$ cat config.mk
export PLATFORM = sky130hd
export DESIGN_NAME = fp_compare_unit
export DESIGN_NICKNAME = d
export VERILOG_FILES = /design/src/rtl/fp_compare_unit_pkg.sv /design/src/rtl/fp_compare_unit_comparator.sv /design/src/rtl/fp_compare_unit.sv
export SDC_FILE = /design/constraint.sdc
export NUM_CORES = 1
export LEC_CHECK = 0
export CORE_ASPECT_RATIO = 0.6
export CORE_UTILIZATION = 35
export CTS_CLUSTER_DIAMETER = 100
export CTS_CLUSTER_SIZE = 8
export DETAILED_ROUTE_END_ITERATION = 6
export GPL_TIMING_DRIVEN = 1
export SYNTH_ARGS = -nofsm -noshare
export SYNTH_HDL_FRONTEND = slang
export SYNTH_SLANG_ARGS = --single-unit
export TNS_END_PERCENT = 30
$ cat constraint.sdc
create_clock -name clk -period 3.8 [get_ports clk]
set_input_delay 0.76 -clock clk [delete_from_list [all_inputs] [get_ports clk]]
set_output_delay 0.76 -clock clk [all_outputs]
set_load 0.005 [all_outputs]
$ cat src/rtl/fp_compare_unit_pkg.sv
// Shared types for the FP compare execution unit: operand/result widths,
// comparator command encoding, fflags layout and the per-stage payload structs.
package fp_compare_unit_pkg;

    localparam int FPC_EXPONENT_WIDTH = 8;
    localparam int FPC_FRACTION_WIDTH = 23;
    localparam int FPC_WIDTH          = 1 + FPC_EXPONENT_WIDTH + FPC_FRACTION_WIDTH;
    localparam int FPC_TAG_WIDTH      = 5;
    localparam int FPC_XLEN           = 32;

    typedef logic [FPC_XLEN-1:0] word_t;

    // RISC-V fcsr order, MSB first: NV DZ OF UF NX.
    typedef struct packed {
        logic nv;
        logic dz;
        logic of;
        logic uf;
        logic nx;
    } fflags_t;

    typedef enum logic [2:0] {
        CMP_EQ  = 3'd0,
        CMP_LT  = 3'd1,
        CMP_LE  = 3'd2,
        CMP_MIN = 3'd3,
        CMP_MAX = 3'd4
    } FpComparatorCommand;

    typedef struct packed {
        FpComparatorCommand       command;
        logic [FPC_WIDTH-1:0]     src1;
        logic [FPC_WIDTH-1:0]     src2;
        logic [FPC_TAG_WIDTH-1:0] tag;
    } FpCompareReq;

    typedef struct packed {
        logic [FPC_TAG_WIDTH-1:0] tag;
        logic                     is_fp;
        word_t                    int_result;
        logic [FPC_WIDTH-1:0]     fp_result;
        fflags_t                  flags;
    } FpCompareResp;

    function automatic logic cmd_is_fp(input FpComparatorCommand cmd);
        return (cmd == CMP_MIN) || (cmd == CMP_MAX);
    endfunction

endpackage

$ cat src/rtl/fp_compare_unit_comparator.sv
// Combinational FP comparator: FEQ/FLT/FLE produce a 0/1 word, FMIN/FMAX an FP
// value, each with its invalid-operation flag. Unknown commands yield zeros.
module fp_compare_unit_comparator
    import fp_compare_unit_pkg::*;
#(
    parameter int EXPONENT_WIDTH = FPC_EXPONENT_WIDTH,
    parameter int FRACTION_WIDTH = FPC_FRACTION_WIDTH
) (
    input  FpComparatorCommand                             command,
    input  logic [EXPONENT_WIDTH+FRACTION_WIDTH:0]         src1,
    input  logic [EXPONENT_WIDTH+FRACTION_WIDTH:0]         src2,
    output word_t                                          int_result,
    output logic [EXPONENT_WIDTH+FRACTION_WIDTH:0]         fp_result,
    output fflags_t                                        flags
);

    localparam int WIDTH = 1 + EXPONENT_WIDTH + FRACTION_WIDTH;
    localparam int MAG_W = WIDTH - 1;
    localparam logic [WIDTH-1:0] CANON_NAN =
        {1'b0, {EXPONENT_WIDTH{1'b1}}, 1'b1, {(FRACTION_WIDTH-1){1'b0}}};

    logic             a_sign, b_sign;
    logic [MAG_W-1:0] a_mag, b_mag;
    logic             a_nan, b_nan, a_snan, b_snan;
    logic             any_nan, any_snan;
    logic             equal, lt_order;

    assign a_sign   = src1[WIDTH-1];
    assign b_sign   = src2[WIDTH-1];
    assign a_mag    = src1[MAG_W-1:0];
    assign b_mag    = src2[MAG_W-1:0];
    assign a_nan    = (&src1[WIDTH-2:FRACTION_WIDTH]) && (|src1[FRACTION_WIDTH-1:0]);
    assign b_nan    = (&src2[WIDTH-2:FRACTION_WIDTH]) && (|src2[FRACTION_WIDTH-1:0]);
    assign a_snan   = a_nan && !src1[FRACTION_WIDTH-1];
    assign b_snan   = b_nan && !src2[FRACTION_WIDTH-1];
    assign any_nan  = a_nan || b_nan;
    assign any_snan = a_snan || b_snan;
    assign equal    = (src1 == src2) || ((a_mag == '0) && (b_mag == '0));

    // Ordering that places -0 below +0; FLT masks it with !equal, FMIN/FMAX rely on it.
    assign lt_order = (a_sign != b_sign) ? a_sign
                    : (a_sign ? (a_mag > b_mag) : (a_mag < b_mag));

    always_comb begin
        int_result = '0;
        fp_result  = '0;
        flags      = '0;
        case (command)
            CMP_EQ: begin
                int_result[0] = !any_nan && equal;
                flags.nv      = any_snan;
            end
            CMP_LT: begin
                int_result[0] = !any_nan && lt_order && !equal;
                flags.nv      = any_nan;
            end
            CMP_LE: begin
                int_result[0] = !any_nan && (lt_order || equal);
                flags.nv      = any_nan;
            end
            CMP_MIN, CMP_MAX: begin
                flags.nv = any_snan;
                if (a_nan && b_nan) begin
                    fp_result = CANON_NAN;
                end else if (a_nan) begin
                    fp_result = src2;
                end else if (b_nan) begin
                    fp_result = src1;
                end else if (command == CMP_MIN) begin
                    fp_result = lt_order ? src1 : src2;
                end else begin
                    fp_result = lt_order ? src2 : src1;
                end
            end
            default: ;
        endcase
    end

endmodule

$ cat src/rtl/fp_compare_unit.sv
// Two-stage handshaked shell around the FP comparator: S1 holds the accepted
// operands, S2 the tagged result; also keeps the sticky fflags accumulator.
module fp_compare_unit
    import fp_compare_unit_pkg::*;
#(
    parameter int EXPONENT_WIDTH = FPC_EXPONENT_WIDTH,
    parameter int FRACTION_WIDTH = FPC_FRACTION_WIDTH,
    parameter int WIDTH          = 1 + EXPONENT_WIDTH + FRACTION_WIDTH,
    parameter int TAG_WIDTH      = FPC_TAG_WIDTH
) (
    input  logic                 clk,
    input  logic                 rst,
    input  logic                 flush,
    input  logic                 reqValid,
    output logic                 reqReady,
    input  FpComparatorCommand   reqCommand,
    input  logic [WIDTH-1:0]     reqSrc1,
    input  logic [WIDTH-1:0]     reqSrc2,
    input  logic [TAG_WIDTH-1:0] reqTag,
    output logic                 respValid,
    input  logic                 respReady,
    output logic [TAG_WIDTH-1:0] respTag,
    output logic                 respIsFp,
    output word_t                respIntResult,
    output logic [WIDTH-1:0]     respFpResult,
    output fflags_t              respFlags,
    input  logic                 fflagsClear,
    output fflags_t              fflagsAccum,
    output logic                 busy
);

    logic         s1_valid_q, s1_valid_d;
    FpCompareReq  s1_req_q, s1_req_d;
    logic         s2_valid_q, s2_valid_d;
    FpCompareResp s2_resp_q, s2_resp_d;
    fflags_t      fflags_accum_q, fflags_accum_d;

    logic         s2_free, accept, s1_advance, retire;
    word_t        cmp_int;
    logic [WIDTH-1:0] cmp_fp;
    fflags_t      cmp_flags;

    fp_compare_unit_comparator #(
        .EXPONENT_WIDTH (EXPONENT_WIDTH),
        .FRACTION_WIDTH (FRACTION_WIDTH)
    ) u_comparator (
        .command    (s1_req_q.command),
        .src1       (s1_req_q.src1),
        .src2       (s1_req_q.src2),
        .int_result (cmp_int),
        .fp_result  (cmp_fp),
        .flags      (cmp_flags)
    );

    // Valid/ready: a transfer happens on any cycle where valid && ready at the
    // clock edge; the payload is held stable while valid && !ready.
    assign s2_free    = !s2_valid_q || respReady;
    assign reqReady   = !flush && (!s1_valid_q || s2_free);
    assign accept     = reqValid && reqReady;
    assign s1_advance = s1_valid_q && s2_free;
    assign retire     = s2_valid_q && respReady;

    always_comb begin
        s1_valid_d = s1_valid_q;
        s1_req_d   = s1_req_q;
        s2_valid_d = s2_valid_q;
        s2_resp_d  = s2_resp_q;

        if (accept) begin
            s1_req_d.command = reqCommand;
            s1_req_d.src1    = reqSrc1;
            s1_req_d.src2    = reqSrc2;
            s1_req_d.tag     = reqTag;
        end
        if (s1_advance) begin
            s2_resp_d.tag        = s1_req_q.tag;
            s2_resp_d.is_fp      = cmd_is_fp(s1_req_q.command);
            s2_resp_d.int_result = cmp_int;
            s2_resp_d.fp_result  = cmp_fp;
            s2_resp_d.flags      = cmp_flags;
        end

        if (flush) begin
            s1_valid_d = 1'b0;
            s2_valid_d = 1'b0;
        end else begin
            if (accept) begin
                s1_valid_d = 1'b1;
            end else if (s1_advance) begin
                s1_valid_d = 1'b0;
            end
            if (s1_advance) begin
                s2_valid_d = 1'b1;
            end else if (retire) begin
                s2_valid_d = 1'b0;
            end
        end

        // A retire in the clear cycle still lands in the accumulator.
        fflags_accum_d = (fflagsClear ? fflags_t'('0) : fflags_accum_q)
                       | (retire ? s2_resp_q.flags : fflags_t'('0));
    end

    always_ff @(posedge clk or negedge rst) begin
        if (!rst) begin
            s1_valid_q     <= 1'b0;
            s1_req_q       <= '0;
            s2_valid_q     <= 1'b0;
            s2_resp_q      <= '0;
            fflags_accum_q <= '0;
        end else begin
            s1_valid_q     <= s1_valid_d;
            s1_req_q       <= s1_req_d;
            s2_valid_q     <= s2_valid_d;
            s2_resp_q      <= s2_resp_d;
            fflags_accum_q <= fflags_accum_d;
        end
    end

    assign respValid     = s2_valid_q;
    assign respTag       = s2_resp_q.tag;
    assign respIsFp      = s2_resp_q.is_fp;
    assign respIntResult = s2_resp_q.int_result;
    assign respFpResult  = s2_resp_q.fp_result;
    assign respFlags     = s2_resp_q.flags;
    assign fflagsAccum   = fflags_accum_q;
    assign busy          = s1_valid_q || s2_valid_q;

endmodule

==> results of run 1 <==
routing by layer:
layer  GRT usage  vias up  wire, um  part of all wire
met2       0.278      259      7580              0.41
li1            -     2474         -                 -
met3      0.0593       16      1650             0.089
met4      0.0569        0       197             0.011
met1       0.302     2660      9090              0.49
met5           0        -         0                 0
worst max-delay path by stage:
| stage | start | endpoint | cells past startpoint |
|---|---|---|---|
| after CTS | s1_req_q[34] | respFpResult[14] | 11 |
| final | s1_req_q[34] | respFpResult[30] | 11 |
| after floorplan | s1_req_q[34] | respFpResult[21] | 12 |
| after detailed placement | s1_req_q[34] | respFpResult[13] | 11 |
| after global routing | s1_req_q[34] | respFpResult[13] | 11 |
| after global placement | s1_req_q[34] | respFpResult[6] | 10 |
state kept, by name, summed over array words and instances, names as in the netlist:
| name | count |
|---|---|
| fflagsAccum | 1 |
| respFlags | 1 |
| respFpResult | 32 |
| respIntResult | 1 |
| respIsFp | 1 |
| respTag | 5 |
| respValid | 1 |
| s1_req_q | 72 |
| s1_valid_q | 1 |
cell usage after synthesis (2+ instances only):
master / instances / share of area
buf_6: 4 / 0.0069
o211ai_1: 32 / 0.037
clkbuf_1: 38 / 0.022
inv_1: 35 / 0.020
nand3b_1: 2 / 0.0023
a21o_1: 3 / 0.0035
a2111oi_0: 2 / 0.0027
a21boi_0: 2 / 0.0023
or3_1: 30 / 0.029
nor4_1: 17 / 0.016
nand3_1: 66 / 0.051
o21a_1: 2 / 0.0023
a211oi_1: 2 / 0.0023
a21oi_1: 17 / 0.013
mux2_2: 77 / 0.13
dfrtp_1: 115 / 0.44
a32oi_1: 30 / 0.040
ha_1: 33 / 0.063
o21ai_1: 3 / 0.0023
o21ai_0: 6 / 0.0046
a211o_1: 2 / 0.0027
nand2_1: 15 / 0.0086
nor2_1: 11 / 0.0063
nor3_1: 6 / 0.0046
nand4_1: 13 / 0.012
buf_4: 39 / 0.045
and3_1: 2 / 0.0019
placed cells by master, fill, tap and decap left out, types with 4 or more instances in the layout:
cell             count
nor4_1              17
o21ai_0              6
inv_1               35
a32oi_1             30
ha_1                33
nand2_1             14
or3_1               30
a21oi_1             16
nor2_1              11
dfrtp_1            115
mux2_2              77
buf_4               10
clkbuf_16           17
nor3_1               5
conb_1              39
nand3_1             66
clkinv_4             4
o211ai_1            32
nand4_1             13
clkdlybuf4s50_1    120
bufinv_16            5
metrics by stage:
step	hold WS [ns]	cell area, sq um	power (mW)
2_1_floorplan	0.464	6670	2.22
3_3_place_gp	0.477	7850	2.72
3_5_place_dp	0.481	7850	2.76
4_1_cts	0.494	8520	4.60
5_1_grt	0.505	8520	4.81
6_report	0.485	8520	4.58
report_power, final:
part | internal (mW) | switching, mW | total, mW
clock network | 1.22 | 0.599 | 1.82
registers | 1.44 | 0.271 | 1.72
logic | 0.569 | 0.474 | 1.04
final cells by class:
class                      count  share of cell area
sequential                   115               0.338
clock buffer                  20              0.0548
multi-input combinational    430               0.376
clock inverter                12              0.0238
tap                          240              0.0352
timing repair buffer         133               0.157
inverter                      35              0.0154
worst max-delay path, cell delays in order, from the launching register on:
cell      delay (ns)
dfrtp_1         0.45
inv_1           0.08
ha_1            0.33
a21oi_1         0.15
nand2_1         0.06
a211o_1         0.28
or4_1           0.50
o211ai_1        0.20
buf_4           0.17
and4_4          0.64
or3_1           0.21
nand3_1         0.06
cells by family after synthesis:
logic type / after synthesis / share of synthesized area
simple gates: 172 / 0.144
flops: 115 / 0.441
compound gates: 108 / 0.122
mux: 78 / 0.134
buf+inv: 116 / 0.0938
other cells: 1 / 0.000575
fa+ha+maj: 33 / 0.0633
==> key figures, run 1 <==
Outcome
  – Status: finished, final reports clean

Placed design
  – DP HPWL: 12900 um
  – Pre-CTS WS: 0.568 ns
  – Placed instance count: 953
  – IO buf count: 121
  – RePlAce Congestion: 0.851

Hold path
  – Hold depth: 1
  – Hold Crit Class: reg2reg
  – Hold EP: respIsFp
  – Hold wc startpoint: respIsFp

Clock network
  – Num CTS Buffers: 17
  – Post-CTS sizing: 0
  – Clk Latency, worst-skew pair: 0.41 ns
  – Post-CTS Setup Bufs: 0
  – Root buffer cell: clkbuf_16
  – Htree depth: 4
  – Clk buf depth: 2
  – CTS Hold Buffers Added: 0
  – Clock slew at reported path FFs: roughly 0.060 ns
  – CTS tree: built
  – Clock net sink count: 115

Cells and area
  – Finished Layout Cells: ~990
  – N_diodes: 0
  – NumNets Final: roughly 840
  – Multi-input logic area: 3210 sq um
  – Final core occ: 0.469
  – Layout cells sized above 1: 0.176
  – Register area: 2880 sq um
  – Area grow syn2layout: 30.7%
  – Filler cell count: 1648

Critical path
  – R2R cell count: 11
  – Worst R2R End: respFpResult[30]
  – Crit path kind: reg2reg
  – Arrival @ worst endpoint: 3.58 ns
  – FF-to-FF Start: s1_req_q[34]
  – Worst Setup Start Kind: flip-flop
  – Flop2flop setup slack: 0.50 ns
  – Worst-path fanout max: approximately 60
  – Critical Path Sink Type: flip-flop
  – Critical path required time: 4.09 ns

Global route
  – Largest net degree at the start of global routing: between 70 and 80
  – GRT overflow: 0
  – Initial antenna violation count: 0
  – Vias in the first global route: roughly 5300
  – All-layer global routing usage: 0.202
  – First-pass GRT wire length: approximately 30000 um

Timing
  – Final setup fails: 0
  – Final worst slack: around 0.50 ns
  – Final period util: 0.867
  – Max Clock Skew: approximately 0.0093 ns
  – Crit path time final: 3.30 ns
  – Fin. Hold Viols: 0
  – Pins Over Slew Limit: 0
  – Setup TNS Final: 0 ns
  – RSZ-0062 raised after global routing: no
  – Fmax: ~0.30 GHz
  – Least-Margin Pin Slew: 1.01 ns
  – Slew margin rel.: 0.324

Job
  – Max-cap viol count: 0

Drt
  – Mean routed wirelength per cell: around 19 um
  – DRC violations left: 0
  – Vias post-DR: about 5400
  – DR vias/cell: 5.49
  – Pre-antenna DRT Iters: 5
  – Antenna-violating nets left: 0
  – First DRT Iteration DRCs: 374
  – WL final: 18500 um

Synthesis
  – FF+latch count, synth: 115
  – Sequential-to-total area share from yosys stat: 0.441
  – Post-synth ARST share: 1.00
  – Number of synthesized flops with an enable pin: 0
  – Synth cell types: 46
  – Syn. warnings: 0
  – Average size of a mapped cell: 10.5 sq um
  – Mapped Area: 6520 sq um
  – Main synth FF type: dfrtp_1
  – Mapped Cells: 623

Floorplan
  – Core Box Area: 18200 sq um
  – Die area: just under 20000 sq um
  – Die width: ~180 um
  – Die Ht: 108 um
  – Row count: 38
  – Top Ports: 161
  – Starting density of the core: 0.359

Power
  – Peak VDD IR: 277 uV
  – Leak: around 3.6 nW
  – PwrDens: between 500 and 600 nW/um^2
(Power assumes the default switching activity.)
==> run 2, diff against run 1 <==
==> constraint.sdc (replaced) <==
create_clock -name clk -period 3.8 [get_ports clk]
set_input_delay 0.38 -clock clk [delete_from_list [all_inputs] [get_ports clk]]
set_output_delay 0.38 -clock clk [all_outputs]
set_load 0.005 [all_outputs]
==> key figures, run 2 (synthesis gave the netlist of run 1 again) <==
Critical path
  – Arrival @ worst endpoint: 3.57 ns (about the same)
  – WP buf/inv: 2 (unchanged)
  – Crit path kind: reg2reg
  – Flop2flop setup slack: 0.52 ns (+0.02 ns)
  – Delay of the slowest cell on the worst path: 0.62 ns (-0.02 ns)
  – Critical path required time: 4.10 ns (about the same)
  – FF-to-FF Start: s1_req_q[34]
  – Stages on worst setup path: 11 (unchanged)
  – Cells along the critical path: inv_1 -> ha_1 -> a21oi_1 -> nand2_1 -> a211o_1 -> or4_1 -> o211ai_1 -> buf_4 -> and4_4 -> or3_1 -> nand3_1
  – Worst R2R End: respFpResult[9]
  – Worst-path fanout max: 61 (unchanged)
  – CP max stage cell: and4_4
  – R2R cell count: 11 (unchanged)
  – Worst Setup Start Kind: flip-flop
  – Start point of the critical path: s1_req_q[34]
  – Crit path max-delay family: simple AND/OR/NAND/NOR gates
  – Critical Path Sink Type: flip-flop

Cells and area
  – Max reg flops: 72 (unchanged)
  – Commonest non-fill, non-tap cells in the layout: 120 x clkdlybuf4s50_1, 115 x dfrtp_1, 77 x mux2_2
  – NumNets Final: 841 (-0.24%)
  – Final core occ: 0.469 (about the same)
  – Largest Register: s1_req_q
  – Finished Layout Cells: 983 (-0.20%)
  – Commonest non-fill, non-tap cell in the layout: clkdlybuf4s50_1
  – Filler cell count: 1647 (-0.061%)
  – Area grow syn2layout: 30.6% (about the same)
  – N_diodes: 0 (unchanged)
  – Design area: 8520 sq um (about the same)
  – Layout cells sized above 1: 0.174 (-0.00222)

Floorplan
  – Top Ports: 161 (unchanged)
  – Starting density of the core: 0.359 (unchanged)
  – Die width: 178 um (unchanged)
  – Core Box Area: 18200 sq um (unchanged)
  – Die Ht: 108 um (unchanged)
  – Row count: 38 (unchanged)
  – Die area: 19200 sq um (unchanged)

Timing
  – Worst Hold Slack: 0.0379 ns (-0.447 ns)
  – Least-Margin Pin Slew: 0.796 ns (-0.218 ns)
  – Final worst slack: 0.521 ns (+0.0167 ns)
  – Setup TNS Final: 0 ns (unchanged)
  – Slew margin rel.: 0.469 (+0.145)
  – Final setup fails: 0 (unchanged)
  – Fin. Hold Viols: 0 (unchanged)
  – Max Clock Skew: 0.00812 ns (-0.00118 ns)
  – RSZ-0062 raised after global routing: no
  – Final period util: 0.863 (-0.00440)
  – Crit path time final: 3.28 ns (-0.0167 ns)
  – Fmax: 0.305 GHz (+0.51%)
  – Pins Over Slew Limit: 0 (unchanged)

Drt
  – Vias post-DR: 5375 (-0.63%)
  – DRC violations left: 0 (unchanged)
  – Antenna-violating nets left: 0 (unchanged)
  – WL final: 18500 um (about the same)
  – DR vias/cell: 5.47 (-0.43%)
  – First DRT Iteration DRCs: 411 (+9.9%)
  – Pre-antenna DRT Iters: 4 (-1)
  – Mean routed wirelength per cell: 18.9 um (+0.28%)

Placed design
  – DP HPWL: 12800 um (-1.2%)
  – Pre-CTS WS: 0.586 ns (+0.0173 ns)
  – Placed instance count: 951 (-0.21%)
  – IO buf count: 121 (unchanged)
  – Post-DP Area: 7830 sq um (-0.35%)
  – RePlAce Congestion: 0.858 (+0.82%)

Global route
  – GRT overflow: 0 (unchanged)
  – First-pass GRT wire length: 29100 um (-1.6%)
  – All-layer global routing usage: 0.201 (-0.00130)
  – Largest net degree at the start of global routing: 73 (-5.2%)
  – Initial antenna violation count: 0 (unchanged)
  – Vias in the first global route: 5254 (-1.3%)

Clock network
  – Clock net sink count: 115 (unchanged)
  – CTS tree: built
  – Post-CTS Setup Bufs: 0 (unchanged)
  – Post-CTS sizing: 0 (unchanged)
  – Clk buf depth: 2 (unchanged)
  – Clk Latency, worst-skew pair: 0.42 ns (about the same)
  – Root buffer cell: clkbuf_16
  – Num CTS Buffers: 17 (unchanged)
  – CTS Hold Buffers Added: 0 (unchanged)
  – Htree depth: 4 (unchanged)
  – Clock slew at reported path FFs: 0.06 ns (about the same)

Power
  – Peak VDD IR: 339 uV (+22%)
  – Power, Total: 4.64 mW (+1.5%)
  – PwrDens: 545 nW/um^2 (+1.6%)
  – Leak: 3.63 nW (-0.15%)

Hold path
  – Hold Crit Class: in2async

Job
  – Max-cap viol count: 0 (unchanged)

Outcome
  – Status: finished, final reports clean
## run 2: layout make-up
class,instances,area (sq um),area share
multi-input cells,430,3210,0.377
flip-flops and latches,115,2880,0.338
repair buffers,131,1310,0.154
clock buffers,20,467,0.0548
well taps,240,300,0.0352
clock inverters,12,226,0.0266
inverters,35,131,0.0154
## run 2: per-layer routing
metal  routed length [um]  track usage
met5                    0            0
met4                  238       0.0605
met3                 1460       0.0558
met2                 7600        0.277
met1                 9230        0.300
## run 2: how the worst max path moves through the flow
stage                             endpoint  slack (ns)
final                      respFpResult[9]        0.52
after global routing       respFpResult[7]        0.25
after CTS                 respFpResult[12]        0.55
after detailed placement  respFpResult[12]        0.59
after global placement    respFpResult[13]        0.70
after floorplan           respFpResult[21]        0.82
## run 2: report_power, final
group	switching, mW	internal (mW)
Sequential	0.276	1.44
Clock	0.605	1.28
Combinational	0.470	0.565
Total	1.35	3.29
==> run 3, diff against run 2 <==
- CTS_CLUSTER_DIAMETER: 100 -> default
==> results of run 3 <==
Same layout as run 2: the final DEF is identical, and so are final timing and power.
